===== src/rtl/gcd_param.sv =====
// gcd_param: subtractive GCD engine behind a four-phase req/ack handshake.
// A is loaded on the first request and B on the second. CALC then takes one
// subtraction per cycle, and the result is presented on C while ack is high.
// Build option: define GCD_PARAM_STAT_EN to build the step counter and drive it
// onto iters. When the macro is undefined, iters is tied to zero and no counter
// is built.
// ack and C are registered copies of the decoded state, so they trail the
// state register by one clock. A result therefore appears two edges after the
// B-load edge when no subtraction is needed.
module gcd_param #(
  parameter int unsigned WIDTH = 16
) (
  input  logic             clk,
  input  logic             reset,
  input  logic             req,
  input  logic [WIDTH-1:0] AB,
  output logic             ack,
  output logic [WIDTH-1:0] C,
  output logic [WIDTH-1:0] iters
);

  typedef enum logic [2:0] {
    StIdleA = 3'd0,
    StLoadA = 3'd1,
    StIdleB = 3'd2,
    StCalc  = 3'd3,
    StDone  = 3'd4
  } state_e;

  state_e           state_q, state_d;
  logic [WIDTH-1:0] a_q, a_d;
  logic [WIDTH-1:0] b_q, b_d;
  logic [WIDTH-1:0] r_q, r_d;
  logic             ack_q, ack_d;
  logic [WIDTH-1:0] c_q, c_d;

  // Next-state and datapath: operand loads, one Euclid step per CALC cycle
  always_comb begin
    state_d = state_q;
    a_d     = a_q;
    b_d     = b_q;
    r_d     = r_q;
    case (state_q)
      StIdleA: begin
        if (req) begin
          a_d     = AB;
          state_d = StLoadA;
        end
      end
      StLoadA: begin
        if (!req) begin
          state_d = StIdleB;
        end
      end
      StIdleB: begin
        if (req) begin
          b_d     = AB;
          state_d = StCalc;
        end
      end
      StCalc: begin
        // req is deliberately ignored here; only DONE looks at it again
        if ((a_q == '0) || (b_q == '0)) begin
          r_d     = a_q | b_q;
          state_d = StDone;
        end else if (a_q == b_q) begin
          r_d     = a_q;
          state_d = StDone;
        end else if (a_q > b_q) begin
          a_d = a_q - b_q;
        end else begin
          b_d = b_q - a_q;
        end
      end
      StDone: begin
        if (!req) begin
          state_d = StIdleA;
        end
      end
      default: begin
        // Unused encodings recover to the start of a transaction
        state_d = StIdleA;
      end
    endcase
  end

  // Output decode from the registered state only, never from req
  always_comb begin
    ack_d = (state_q == StLoadA) || (state_q == StDone);
    c_d   = (state_q == StDone) ? r_q : '0;
  end

  // State, operand, result and output registers
  always_ff @(posedge clk or posedge reset) begin
    if (reset) begin
      state_q <= StIdleA;
      a_q     <= '0;
      b_q     <= '0;
      r_q     <= '0;
      ack_q   <= 1'b0;
      c_q     <= '0;
    end else begin
      state_q <= state_d;
      a_q     <= a_d;
      b_q     <= b_d;
      r_q     <= r_d;
      ack_q   <= ack_d;
      c_q     <= c_d;
    end
  end

  assign ack = ack_q;
  assign C   = c_q;

`ifdef GCD_PARAM_STAT_EN
  logic [WIDTH-1:0] cnt_q, cnt_d;
  logic             cnt_clr;
  logic             cnt_step;

  // Step counter: cleared on the B load, bumped once per subtraction
  always_comb begin
    cnt_clr  = (state_q == StIdleB) && req;
    cnt_step = (state_q == StCalc) && (a_q != '0) && (b_q != '0) && (a_q != b_q);
    cnt_d    = cnt_q;
    if (cnt_clr) begin
      cnt_d = '0;
    end else if (cnt_step) begin
      // Step count never exceeds 2^WIDTH-2, so no saturation is needed
      cnt_d = cnt_q + WIDTH'(1);
    end
  end

  // Step counter register
  always_ff @(posedge clk or posedge reset) begin
    if (reset) begin
      cnt_q <= '0;
    end else begin
      cnt_q <= cnt_d;
    end
  end

  assign iters = cnt_q;
`else
  assign iters = '0;
`endif

endmodule

===== config.mk =====
export PLATFORM = sky130hd
export DESIGN_NAME = gcd_param
export DESIGN_NICKNAME = d
export VERILOG_FILES = /design/src/rtl/gcd_param.sv
export SDC_FILE = /design/constraint.sdc
export NUM_CORES = 1
export LEC_CHECK = 0
export CAP_MARGIN = 20
export CORE_MARGIN = 2
export CORE_UTILIZATION = 45
export DETAILED_ROUTE_END_ITERATION = 8
export GPL_TIMING_DRIVEN = 0
export PLACE_DENSITY_LB_ADDON = 0.15
export SKIP_LAST_GASP = 1
export SLEW_MARGIN = 20
export SYNTH_ARGS = -nofsm -noshare
export SYNTH_HDL_FRONTEND = slang
export SYNTH_SLANG_ARGS = --single-unit

===== constraint.sdc =====
create_clock -name clk -period 2.87 [get_ports clk]
set_input_delay 0.4305 -clock clk [delete_from_list [all_inputs] [get_ports clk]]
set_output_delay 0.4305 -clock clk [all_outputs]
set_load 0.05 [all_outputs]

After elaboration in Yosys (flattened, before gate mapping)
Cells that the tools add are included.
{ "totals": {"register_bits": 68, "latch_bits": 0, "ramBits": 0, "rom_bits": 0, "output_inout_bits": 33, "wordCells": 55, "memories": 0} }
{ "classes": {"addsub": 2, "multipliers": 0, "div_mod_pow": 0, "n_lt_le_gt_ge": 1, "n_eq_ne": 14, "n_shift": 0, "muxes": 19, "bitwise": 1, "reduce_logical": 12} }
{ "op_table": {"columns": ["op", "count"], "rows": [
  ["two-way mux 16 bit", 10],
  ["case mux 16 bit (2 select lines)", 2],
  ["zero test 16 bit", 2],
  ["subtractor 16 bit", 2],
  ["two-way mux 3 bit", 6],
  ["== test 16 bit", 1],
  ["greater-than comparator 16 bit", 1],
  ["inequality test 2 bit (second input constant)", 8],
  ["bitwise OR 16 bit", 1],
  ["case mux 3 bit (5 select lines)", 1],
  ["AND reduction 5 bit", 3],
  ["== test 3 x 2 -> 1 bit (second input constant)", 2],
  ["nonzero test 2 bit", 3],
  ["== test 3 x 1 -> 1 bit (second input constant)", 1],
  ["== test 3 bit (second input constant)", 1],
  ["zero test 3 bit", 1],
  ["inequality test 3 bit (second input constant)", 1],
  ["logical OR 1 bit", 2],
  ["AND reduction 2 bit", 1]
]} }

Logic depth before layout (Yosys ltp)
{ "logic_depth": {"ltp_word": 5, "depth_mapped": 10, "ltp_nobuf": 9} }

Worst setup path before layout
Ideal clock, no wire load.
{ "synth_path": {"path_type": "register -> register", "startpoint": "register a_q[0]", "endpoint": "register b_q[0]", "t_arrival_ns": 2.378, "required_ns": 2.745, "slack_ns": 0.367, "path_stages_with_launch": 11, "path_buffers": 1, "path_cell_list": "dfrtp_1 -> inv_1 -> ha_1 -> fa_1 -> nor3_2 -> o31ai_4 -> a31oi_4 -> o31ai_4 -> o2111ai_4 -> buf_6 -> mux2_4"} }
{ "synth_via": {"elab_chain_cells": 5} }
{ "synth_lines": {"columns": ["item", "line_no", "rtl"], "rows": [
  ["start: declaration", "31", "logic [WIDTH-1:0] a_q, a_d;"],
  ["start signal: assignment", "97", "a_q <= '0;"],
  ["start signal: assignment", "104", "a_q <= a_d;"],
  ["subtractor 16 bit", "72", "b_d = b_q - a_q;"],
  ["two-way mux 16 bit", "69", "end else if (a_q > b_q) begin"],
  ["two-way mux 16 bit", "66", "end else if (a_q == b_q) begin"],
  ["two-way mux 16 bit", "63", "if ((a_q == '0) || (b_q == '0)) begin"],
  ["case mux 16 bit (2 select lines)", "43", "case (state_q)"],
  ["end signal: assignment", "98", "b_q <= '0;"],
  ["end signal: assignment", "105", "b_q <= b_d;"],
  ["end: declaration", "32", "logic [WIDTH-1:0] b_q, b_d;"]
]} }
Several ways; a longest one is shown, not always the timed one. The select of a mux whose other input is x is not followed.
A chain may end at the register's enable or synchronous reset.

Worst setup path after layout
{ "layout_path": {"startpoint": "register a_q[6]", "endpoint": "register b_q[2]"} }
{ "layout_via": {"elab_chain_cells": 4} }
{ "layout_lines": {"columns": ["item"], "rows": [
  ["parallel branches: the longest is 3 deep, another holds greater-than comparator 16 bit"],
  ["AND reduction 5 bit (no source line) (*)"]
]} }
Mark *: on every way between the ends.

==> results.json <==
{
  "status": "finished clean",
  "synth-compound-area-share": 0.198,
  "wirelength_um": 15600,
  "port_buffers": 35,
  "syn_inst": 605,
  "grt_max_degree": 44,
  "dp_hpwl_um": 11400,
  "grt_overflow_total": 0,
  "cp.arrival_ns": 3.02,
  "antenna_cells": 0,
  "synth_xor_area_frac": 0.0231,
  "mostFrequentLayoutCell": "nand2_1",
  "die_w_um": 113,
  "period_share": 0.974,
  "slowest_stage": "dfrtp_1",
  "final_antenna_net_count": 0,
  "drive_above_1_share": 0.180,
  "fin_crit_ns": 2.79,
  "vias": 4731,
  "reg2reg_to": "b_q[2]$_DFFE_PP0P_",
  "synth_fa_ha_area_frac": 0.119,
  "critPathTopFamily": "buffers and inverters",
  "core-area_um2": 11500,
  "cts_sinks": 68,
  "antenna_found_initial": 0,
  "crit_path_cell_trace": "inv_1 > ha_1 > buf_6 > nor4_4 > buf_4 > o31ai_4 > a31oi_4 > o31ai_4 > o2111ai_4 > buf_4 > mux2_2",
  "num_io_pins": 52,
  "synth_top_area_share": 0.321,
  "setup_viol": 0,
  "yosys_warnings": 0,
  "hp-class": "input port to async pin",
  "synth-seq-cells": 68,
  "cts_tree": "done",
  "worstMarginPinSlew_ns": 0.776,
  "path_clk_slew_ns": 0.06,
  "slew_headroom": 0.483,
  "crit_fanout": 10,
  "crit_required_ns": 3.10,
  "cp-start-kind": "register",
  "synth_mux_area_frac": 0.0510,
  "die_area_um2": 12700,
  "via_per_inst": 5.71,
  "crit_type": "register to register",
  "reg2reg_from": "a_q[6]$_DFFE_PP0P_",
  "endpoint_kind": "register",
  "synth_top_area_cell": "dfrtp_1",
  "dr.pass1.iters": 5,
  "place_congestion": 0.906,
  "row_count": 39,
  "maxCapViolCount": 0,
  "cts_buffers": 9,
  "track_usage": 0.249,
  "fmax_mhz": 358,
  "start_util": 0.462,
  "critPathBufInv": 4,
  "yosys.area_share.simple": 0.198,
  "syn2layout_area_growth_pct": 20.8,
  "ys_seq_area_frac": 0.321,
  "ctsHoldBuffers": 0,
  "rsz0062_at_grt": "yes",
  "finalHoldViolations": 0,
  "post-route-util": 0.558,
  "ctsRootBufferMaster": "clkbuf_16",
  "clock_skew_ns": 0.00834,
  "drt_iter0_markers": 458,
  "grt_pass1_vias": 4520,
  "avgRoutedWirePerCell_um": 18.8,
  "layout.nets": 748,
  "drc": 0,
  "cpPeakStageDelay_ns": 0.46,
  "r2r_setup_slack_ns": 0.08,
  "cts_buffer_depth": 2,
  "synth_area_um2": 5300,
  "synth_top_family_by_area": "simple AND/OR/NAND/NOR gates",
  "avgSynthCellArea_um2": 8.76,
  "async_reset_ff_frac": 1.00,
  "die_y_um": 113,
  "synth_edf_count": 0,
  "grt_pass1_wl_um": 24200,
  "rr_worst_depth": 11,
  "ys_types": 71,
  "report.final.slew_viol_count": 0,
  "synthTopCellsByArea": "dfrtp_1 (32%), ha_1 (11%), nand2_1 (4.9%)",
  "htree_levels": 3,
  "clk_latency_ns": 0.35,
  "mostFrequentLayoutCells": "nand2_1 (68), dfrtp_1 (67), o21ai_0 (50)",
  "synth-main-ff-cell": "dfrtp_1"
}
-- flip-flops by register name, indices dropped and copies added, names as in the netlist --
name and count:
C 16, a_q 16, ack 1, b_q 16, r_q 16, state_q 3
-- synth_stat cells (all sizes together) (7+ instances only) --
master / count
nor2: 39
mux2: 16
a21oi: 21
and2: 18
clkbuf: 12
buf: 35
o21ai: 53
inv: 49
nor2b: 7
a211o: 7
dfrtp: 68
nor4: 17
ha: 47
o31ai: 14
nand2: 69
nor3: 14
xnor2: 12
or2: 8
-- final cells by class --
class                      count  area [um2]
fill                        1040        5060
sequential                    68        1700
tap                          143         179
timing repair buffer          50         475
clock buffer                  12         246
inverter                      50         194
buffer                        46         289
multi-input combinational    455        3290
clock inverter                 4        25.0
-- metrics by stage --
stage                     cell area [um2]  hold slack, ns  cells  setup WS, ns  TNS (ns)
after floorplan                      5360           0.442    620         0.367         0
final                                6400           0.422    828        0.0752         0
after global routing                 6400           0.461    828       -0.0148   -0.0174
after CTS                            6310           0.442    825        0.0102         0
after global placement               5890           0.455    798        -0.546    -45.80
after detailed placement             5910           0.464    799        -0.453    -11.44
-- worst max-delay path by stage --
stage | start | end | slack [ns] | cells past startpoint
global route | a_q[7]$_DFFE_PP0P_ | a_q[15]$_DFFE_PP0P_ | -0.01 | 9
global placement | reset | a_q[10]$_DFFE_PP0P_ | -0.55 | 2
detailed placement | a_q[11]$_DFFE_PP0P_ | a_q[6]$_DFFE_PP0P_ | -0.45 | 9
CTS | b_q[0]$_DFFE_PP0P_ | b_q[14]$_DFFE_PP0P_ | 0.01 | 9
finish | a_q[6]$_DFFE_PP0P_ | b_q[2]$_DFFE_PP0P_ | 0.08 | 11
floorplan | a_q[0]$_DFFE_PP0P_ | b_q[0]$_DFFE_PP0P_ | 0.37 | 10
-- metal layers --
| metal | vias up | share of wire | global-route usage |
|---|---|---|---|
| met3 | 37 | 0.062 | 0.0373 |
| met2 | 201 | 0.46 | 0.392 |
| met5 | - | 0 | 0 |
| met1 | 2256 | 0.45 | 0.340 |
| li1 | 2237 | - | - |
| met4 | 0 | 0.028 | 0.111 |
-- kinds of logic after synthesis --
kind of cell    Yosys count
mux                      22
buf+inv                  97
fa+ha+maj                49
xor+xnor                 14
flops                    68
compound gates          147
other cells               1
simple gates            207
-- timing repair --
| action | in CTS | in global routing |
|---|---|---|
| resized for setup | 11 | 16 |
| setup buffers | 10 | 4 |
| setup endpoints to repair | 48 | 34 |
| hold endpoints to repair | 0 | 0 |
| pin swaps | 5 | 3 |
Power is not shown: default switching activity piles up to over one toggle a cycle in this logic, so the estimate is an artifact.
